$ cat config.mk
export PLATFORM = sky130hd
export DESIGN_NAME = change_dispenser
export DESIGN_NICKNAME = d
export VERILOG_FILES = /design/src/rtl/drink_pkg.sv /design/src/rtl/coin_inventory.sv /design/src/rtl/change_dispenser.sv
export SDC_FILE = /design/constraint.sdc
export NUM_CORES = 1
export LEC_CHECK = 0
export BUFFER_PORTS_ARGS = -buffer_cell sky130_fd_sc_hd__buf_2
export CORE_MARGIN = 3
export CORE_UTILIZATION = 50
export CTS_CLUSTER_DIAMETER = 50
export DETAILED_ROUTE_END_ITERATION = 8
export HOLD_SLACK_MARGIN = 0.05
export PLACE_DENSITY = 0.72
export SKIP_LAST_GASP = 1
export SYNTH_ARGS = -nofsm -noshare
export SYNTH_HDL_FRONTEND = slang
export SYNTH_HIERARCHICAL = 1
export SYNTH_SLANG_ARGS = --single-unit
export TNS_END_PERCENT = 1
$ cat constraint.sdc
create_clock -name clk -period 3.9 [get_ports clk]
set_clock_uncertainty 0.15 [all_clocks]
set_input_delay 0.39 -clock clk [delete_from_list [all_inputs] [get_ports clk]]
set_output_delay 0.39 -clock clk [all_outputs]
set_load 0.05 [all_outputs]
$ cat src/rtl/drink_pkg.sv
`default_nettype none
// ============================================================================
//  Module      : drink_pkg
//  Description : Shared money constants, coin and FSM-state types for the
//                drink vending payout path.
//  Contents    : MONEY_W, HALF_VAL, ONE_VAL, coin_e, state_e, coin_value()
//  Revision    : 1.0  initial release
// ============================================================================
package drink_pkg;

    localparam int MONEY_W = 8;

    localparam logic [MONEY_W-1:0] HALF_VAL = 8'd5;
    localparam logic [MONEY_W-1:0] ONE_VAL  = 8'd10;

    typedef enum logic {
        COIN_ONE  = 1'b0,
        COIN_HALF = 1'b1
    } coin_e;

    typedef enum logic [2:0] {
        S_IDLE     = 3'd0,
        S_SELECT   = 3'd1,
        S_EJECT    = 3'd2,
        S_WAIT_ACK = 3'd3,
        S_DONE     = 3'd4,
        S_FAULT    = 3'd5
    } state_e;

    function automatic logic [MONEY_W-1:0] coin_value(input coin_e c);
        return (c == COIN_ONE) ? ONE_VAL : HALF_VAL;
    endfunction

endpackage
`default_nettype wire

$ cat src/rtl/coin_inventory.sv
`default_nettype none
// ============================================================================
//  Module      : coin_inventory
//  Description : Saturating up/down coin counter for one denomination.
//                inc and dec together leave the count unchanged; increment
//                saturates at all-ones, decrement stops at zero.
//  Ports       : clk, reset (sync, active-high, loads INIT_VAL)
//                en_i     - clock enable, low holds the count
//                inc_i    - add one coin (refill)
//                dec_i    - remove one coin (payout)
//                count_o  - current stock
//  Revision    : 1.0  initial release
// ============================================================================
module coin_inventory #(
    parameter int INV_W    = 8,
    parameter int INIT_VAL = 20
) (
    input  logic             clk,
    input  logic             reset,
    input  logic             en_i,
    input  logic             inc_i,
    input  logic             dec_i,
    output logic [INV_W-1:0] count_o
);

    logic [INV_W-1:0] count_q;
    logic [INV_W-1:0] count_d;

    always_comb begin
        count_d = count_q;
        unique case ({inc_i, dec_i})
            2'b10: if (count_q != '1) count_d = count_q + INV_W'(1);
            2'b01: if (count_q != '0) count_d = count_q - INV_W'(1);
            default: count_d = count_q;
        endcase
    end

    always_ff @(posedge clk) begin
        if (reset) begin
            count_q <= INV_W'(INIT_VAL);
        end else if (en_i) begin
            count_q <= count_d;
        end
    end

    assign count_o = count_q;

endmodule
`default_nettype wire

$ cat src/rtl/change_dispenser.sv
`default_nettype none
// ============================================================================
//  Module      : change_dispenser
//  Description : Pays a change request through the coin hopper one coin at a
//                time, one-dollar coins first then half-dollar coins, with an
//                eject/ack handshake, inventory tracking and jam detection.
//  Ports       : clk, reset (sync, active-high), ena (clock enable)
//                req_valid/req_amount/req_ready - change request handshake
//                hopper_ack                     - coin-passed pulse
//                refill_one/refill_half         - stock top-up pulses
//                eject_one/eject_half           - one-cycle eject commands
//                busy, done, short, shortfall   - request status
//                jam                            - sticky hopper fault
//                inv_one/inv_half               - coin stock
//  Revision    : 1.0  initial release
// ============================================================================
module change_dispenser
    import drink_pkg::*;
#(
    parameter int INV_W       = 8,
    parameter int INIT_ONE    = 20,
    parameter int INIT_HALF   = 20,
    parameter int ACK_TIMEOUT = 15,
    parameter int TO_W        = 4
) (
    input  logic               clk,
    input  logic               reset,
    input  logic               ena,
    input  logic               req_valid,
    input  logic [MONEY_W-1:0] req_amount,
    output logic               req_ready,
    input  logic               hopper_ack,
    input  logic               refill_one,
    input  logic               refill_half,
    output logic               eject_one,
    output logic               eject_half,
    output logic               busy,
    output logic               done,
    output logic               short,
    output logic [MONEY_W-1:0] shortfall,
    output logic               jam,
    output logic [INV_W-1:0]   inv_one,
    output logic [INV_W-1:0]   inv_half
);

    state_e             state_q, state_d;
    coin_e              coin_q, coin_d;
    logic [MONEY_W-1:0] rem_q, rem_d;
    logic [MONEY_W-1:0] shortfall_q, shortfall_d;
    logic [TO_W-1:0]    timer_q, timer_d;
    logic               short_q, short_d;
    logic               jam_q, jam_d;
    logic               done_q, done_d;

    logic               w_ack;
    logic [TO_W-1:0]    w_timer_inc;

    // An ack only counts while a coin is actually in flight.
    assign w_ack       = (state_q == S_WAIT_ACK) && hopper_ack;
    assign w_timer_inc = timer_q + TO_W'(1);

    always_comb begin
        state_d     = state_q;
        coin_d      = coin_q;
        rem_d       = rem_q;
        shortfall_d = shortfall_q;
        timer_d     = timer_q;
        short_d     = short_q;
        jam_d       = jam_q;
        done_d      = 1'b0;

        unique case (state_q)
            S_IDLE: begin
                if (req_valid && req_ready) begin
                    rem_d       = req_amount;
                    short_d     = 1'b0;
                    shortfall_d = '0;
                    state_d     = S_SELECT;
                end
            end
            S_SELECT: begin
                if (rem_q >= ONE_VAL && inv_one != '0) begin
                    coin_d  = COIN_ONE;
                    state_d = S_EJECT;
                end else if (rem_q >= HALF_VAL && inv_half != '0) begin
                    coin_d  = COIN_HALF;
                    state_d = S_EJECT;
                end else begin
                    // Result flags are loaded on the way into DONE so they
                    // are already valid while the done pulse is high.
                    done_d      = 1'b1;
                    short_d     = (rem_q != '0);
                    shortfall_d = rem_q;
                    state_d     = S_DONE;
                end
            end
            S_EJECT: begin
                timer_d = '0;
                state_d = S_WAIT_ACK;
            end
            S_WAIT_ACK: begin
                if (hopper_ack) begin
                    // SELECT only picks a coin that fits, so no wrap here.
                    rem_d   = rem_q - coin_value(coin_q);
                    state_d = S_SELECT;
                end else if (w_timer_inc == TO_W'(ACK_TIMEOUT)) begin
                    jam_d       = 1'b1;
                    done_d      = 1'b1;
                    short_d     = 1'b1;
                    shortfall_d = rem_q;
                    state_d     = S_FAULT;
                end else begin
                    timer_d = w_timer_inc;
                end
            end
            S_DONE: begin
                state_d = S_IDLE;
            end
            S_FAULT: begin
                state_d = S_FAULT;
            end
            default: begin
                state_d = S_IDLE;
            end
        endcase
    end

    always_ff @(posedge clk) begin
        if (reset) begin
            state_q     <= S_IDLE;
            coin_q      <= COIN_ONE;
            rem_q       <= '0;
            shortfall_q <= '0;
            timer_q     <= '0;
            short_q     <= 1'b0;
            jam_q       <= 1'b0;
            done_q      <= 1'b0;
        end else if (ena) begin
            state_q     <= state_d;
            coin_q      <= coin_d;
            rem_q       <= rem_d;
            shortfall_q <= shortfall_d;
            timer_q     <= timer_d;
            short_q     <= short_d;
            jam_q       <= jam_d;
            done_q      <= done_d;
        end
    end

    coin_inventory #(
        .INV_W    (INV_W),
        .INIT_VAL (INIT_ONE)
    ) u_inv_one (
        .clk     (clk),
        .reset   (reset),
        .en_i    (ena),
        .inc_i   (refill_one),
        .dec_i   (w_ack && (coin_q == COIN_ONE)),
        .count_o (inv_one)
    );

    coin_inventory #(
        .INV_W    (INV_W),
        .INIT_VAL (INIT_HALF)
    ) u_inv_half (
        .clk     (clk),
        .reset   (reset),
        .en_i    (ena),
        .inc_i   (refill_half),
        .dec_i   (w_ack && (coin_q == COIN_HALF)),
        .count_o (inv_half)
    );

    // Pulses are gated by ena so a frozen block never repeats a command.
    assign eject_one  = ena && (state_q == S_EJECT) && (coin_q == COIN_ONE);
    assign eject_half = ena && (state_q == S_EJECT) && (coin_q == COIN_HALF);
    assign done       = ena && done_q;
    assign req_ready  = ena && (state_q == S_IDLE) && !jam_q;
    assign busy       = (state_q != S_IDLE);
    assign short      = short_q;
    assign shortfall  = shortfall_q;
    assign jam        = jam_q;

endmodule
`default_nettype wire
==> metrics.md <==
| Metric | Value |
|---|---|
| Sequential cell area fraction in the yosys report | 28.6% |
| Syn Std Cell Area | 0.00301 mm² |
| DP Area | 0.00320 mm² |
| Core box area | 0.00568 mm² |
| Worst path most repeated cell | and3_1 |
| Ys flop type | dfxtp_1 |
| Vias/cell | 5.91 |
| Combinational Power Share | 19.8% |
| Share of cells above drive strength 1 | 21.2% |
| CP Capture Type | flop |
| Drt initial violations | 93 |
| DIE WIDTH | 83.6 µm |
| Dpl ws | 0.582 ns |
| Antenna-violating nets left | 0 |
| Final hold violations | 0 |
| CP Cell Sequence | and3_1 > and3_1 > or2b_2 > xnor2_1 > ha_1 > or4_1 > a22oi_1 > mux2_1 |
| Number of global-route vias before repair | 2540 |
| Worst hold path type | in -> reg |
| DR pass1 iterations | 4 |
| Sequential power share | 51.6% |
| Detail Placement HPWL | 4700 µm |
| CTS resizes | 0 |
| Synth Register Bits | 43 |
| Internal | 0.000642 W |
| Gr usage total | 19.2% |
| Max clock buf depth | 2 |
| Sequential Area | 861 µm² |
| Clk sinks | 43 |
| Final hold slack | 0.226 ns |
| Finish-stage setup viols | 0 |
| Hold buffers post-CTS | 0 |
| Global-route wire length before repair | 11500 µm |
| Via count | 2712 |
| Die height | 83.6 µm |
| Total power | 0.000932 W |
| ANT cells | 0 |
| Clock Latency Late Sink | 0.29 ns |
| Max-slew violations | 0 |
| Setup TNS | 0 ns |
| CP required | 3.94 ns |
| Post-synthesis area per instance | 8.53 µm² |
| Crit Path Max Fanout | 15 |
| Number of cell rows | 27 |
| Final nets | 412 |
| CTS tree | yes |
| Clock slew at reported path FFs | 0.08 ns |
| Ys Warns | 6 |
| Maximum vdd drop | 0.179 mV |
| Post-route setup slack | 0.540 ns |
| Cells after Synth | 353 |
| Status | complete, no violations |
| Max incr delay on CP | 0.61 ns |
| Initial antenna violation count | 0 |
| Slew Limit Headroom | 40.5% |
| IO Pins | 46 |
| Max frequency | 0.298 GHz |
| Startpoint Class | flop |
| Routed wire length per instance | 14.6 µm |
| Root buffer cell | clkbuf_8 |
| Gpl congestion | 0.879 |
| Clock share of power | 28.7% |
| Worst-Margin Slew | 0.893 ns |
| Design area | 0.00328 mm² |
| Net Count, Synth | 377 |
| Fill count | 543 |
| Post-layout minimum cycle time | 3.36 ns |
| Largest net degree at the start of global routing | 54 |
| Clock buffer count from CTS | 5 |
| Cell variety after synth | 79 |
| Overflow after GRT | 0 |
| Share of flip-flops with an asynchronous set or reset | 0% |
| Sw Pwr | 0.000290 W |
| Kind of critical path | reg -> reg |
| Number of synthesized flops with an enable pin | 0 |
| Multi-input logic area | 0.00199 mm² |
| Sw Ratio | 31.1% |
| Die Area | 0.00699 mm² |
| IO Port Bufs | 45 |
| Cell Pwr Density | 284 mW/mm² |
| Effective utilization at floorplan | 53.1% |
| H-Tree Depth | 2 |
| P_leak | 1.36 nW |
| Area growth syn-to-layout | 8.77% |
| WL final | 6690 µm |
| Slowest CP cell | dfxtp_1 |
| Fin crit share | 86.1% |
| Post-CTS Setup Bufs | 0 |
| DRC viols | 0 |
| Max-Cap Viols | 0 |
| WP data arrival | 3.40 ns |
| RSZ-0062 raised after global routing | no |
## through the flow
step,cells,utilization [%]
after detailed placement,453,56.4
after CTS,459,57.7
final,459,57.7
after global placement,453,56.4
after floorplan,353,-
after global routing,459,57.7
## state kept, by name (all words and copies together) (netlist names)
name	cells
u_inv_one/count_o	8
state_q	3
done_q	1
coin_q	1
short	1
jam	1
timer_q	4
shortfall	8
rem_q	8
u_inv_half/count_o	8
## worst paths after layout
path	from	slack (ns)	endpoint	depth (start not counted)
setup reg to reg	state_q[0]	0.54	u_inv_one/count_o[6]	8
hold reg to reg	shortfall[5]	0.32	shortfall[5]	2
hold / removal	req_amount[5]	0.23	rem_q[5]	3
setup / recovery	state_q[0]	0.54	u_inv_one/count_o[6]	8
## power by group through the flow
| stage | combinational, W | sequential, W | clock [W] |
|---|---|---|---|
| 2_1_floorplan | 0.000146 | 0.000491 | 0 |
| 3_3_place_gp | 0.000183 | 0.000490 | 0 |
| 3_5_place_dp | 0.000185 | 0.000490 | 0 |
| 4_1_cts | 0.000186 | 0.000480 | 0.000280 |
| 5_1_grt | 0.000206 | 0.000484 | 0.000294 |
| 6_report | 0.000184 | 0.000481 | 0.000267 |
## critical path: cells and delay by family, from the launching register on
kind            cells  cell delay (ns)
simple gates        4             1.57
flops               1             0.61
mux                 1             0.34
fa+ha+maj           1             0.25
compound gates      1             0.19
xor+xnor            1             0.16
## per-layer routing
layer  up-vias  track usage, %  routed length (µm)  part of all wire [%]
met1      1261            24.9                3180                    48
met2        61            33.0                3130                    47
met5         -               0                   0                     0
met4         0            3.95                  53                  0.79
li1       1384               -                   -                     -
met3         6            3.85                 328                   4.9
## area by class of cell
| type | count | area share, % |
|---|---|---|
| clock buffer | 6 | 2.22 |
| multi-input combinational | 282 | 60.6 |
| timing repair buffer | 45 | 6.88 |
| inverter | 11 | 1.26 |
| sequential | 43 | 26.3 |
| tap | 72 | 2.75 |
## cells in the mapped netlist, drive strengths merged, types with 8 or more instances
| cell type | instances | area share (%) |
|---|---|---|
| nor3 | 10 | 1.7 |
| mux2i | 15 | 5.0 |
| nor4 | 8 | 2.4 |
| nor2 | 27 | 3.6 |
| or3 | 8 | 1.8 |
| or4 | 8 | 2.2 |
| ha | 8 | 3.3 |
| a21oi | 24 | 4.1 |
| nor2b | 8 | 1.7 |
| dfxtp | 43 | 29 |
| a211oi | 9 | 2.4 |
| and3 | 8 | 1.7 |
| nand3 | 12 | 2.0 |
| buf | 13 | 3.1 |
| nand2 | 26 | 3.2 |
| inv | 11 | 1.4 |
| o21ai | 16 | 2.7 |
| nand2b | 12 | 2.7 |
## placed cells by master (no fill, tap or decap), types with 3 or more instances in the layout
cell type,n
nand2_1,26
and4_1,3
nand4_1,4
or3_1,5
inv_1,11
a21o_1,4
or4_1,6
and2b_2,4
nand3b_1,4
or3_2,3
nor3_1,10
clkbuf_8,5
a22oi_1,6
nor4_1,6
buf_2,45
ha_1,8
mux2i_1,15
xnor2_1,3
nor2_1,26
o21a_1,3
mux2_1,4
nand3_1,12
a211oi_1,8
nor2b_1,8
nand2b_1,11
and3_1,7
o21ai_0,15
dfxtp_1,43
a21oi_1,23
a31oi_1,5
## kinds of logic (layout without fill, tap and decap cells)
group	after synthesis	in the layout	synth area share [%]
adder cells (fa/ha/maj)	9	9	3.99
AND/OR/NAND/NOR	162	162	32.7
flip-flops	43	43	28.6
AO/OA/AOI/OAI	87	87	21.1
XOR/XNOR	4	4	1.16
multiplexers	20	20	6.98
buffers and inverters	28	62	5.48
Note: power is estimated with default switching activity, not from simulation.
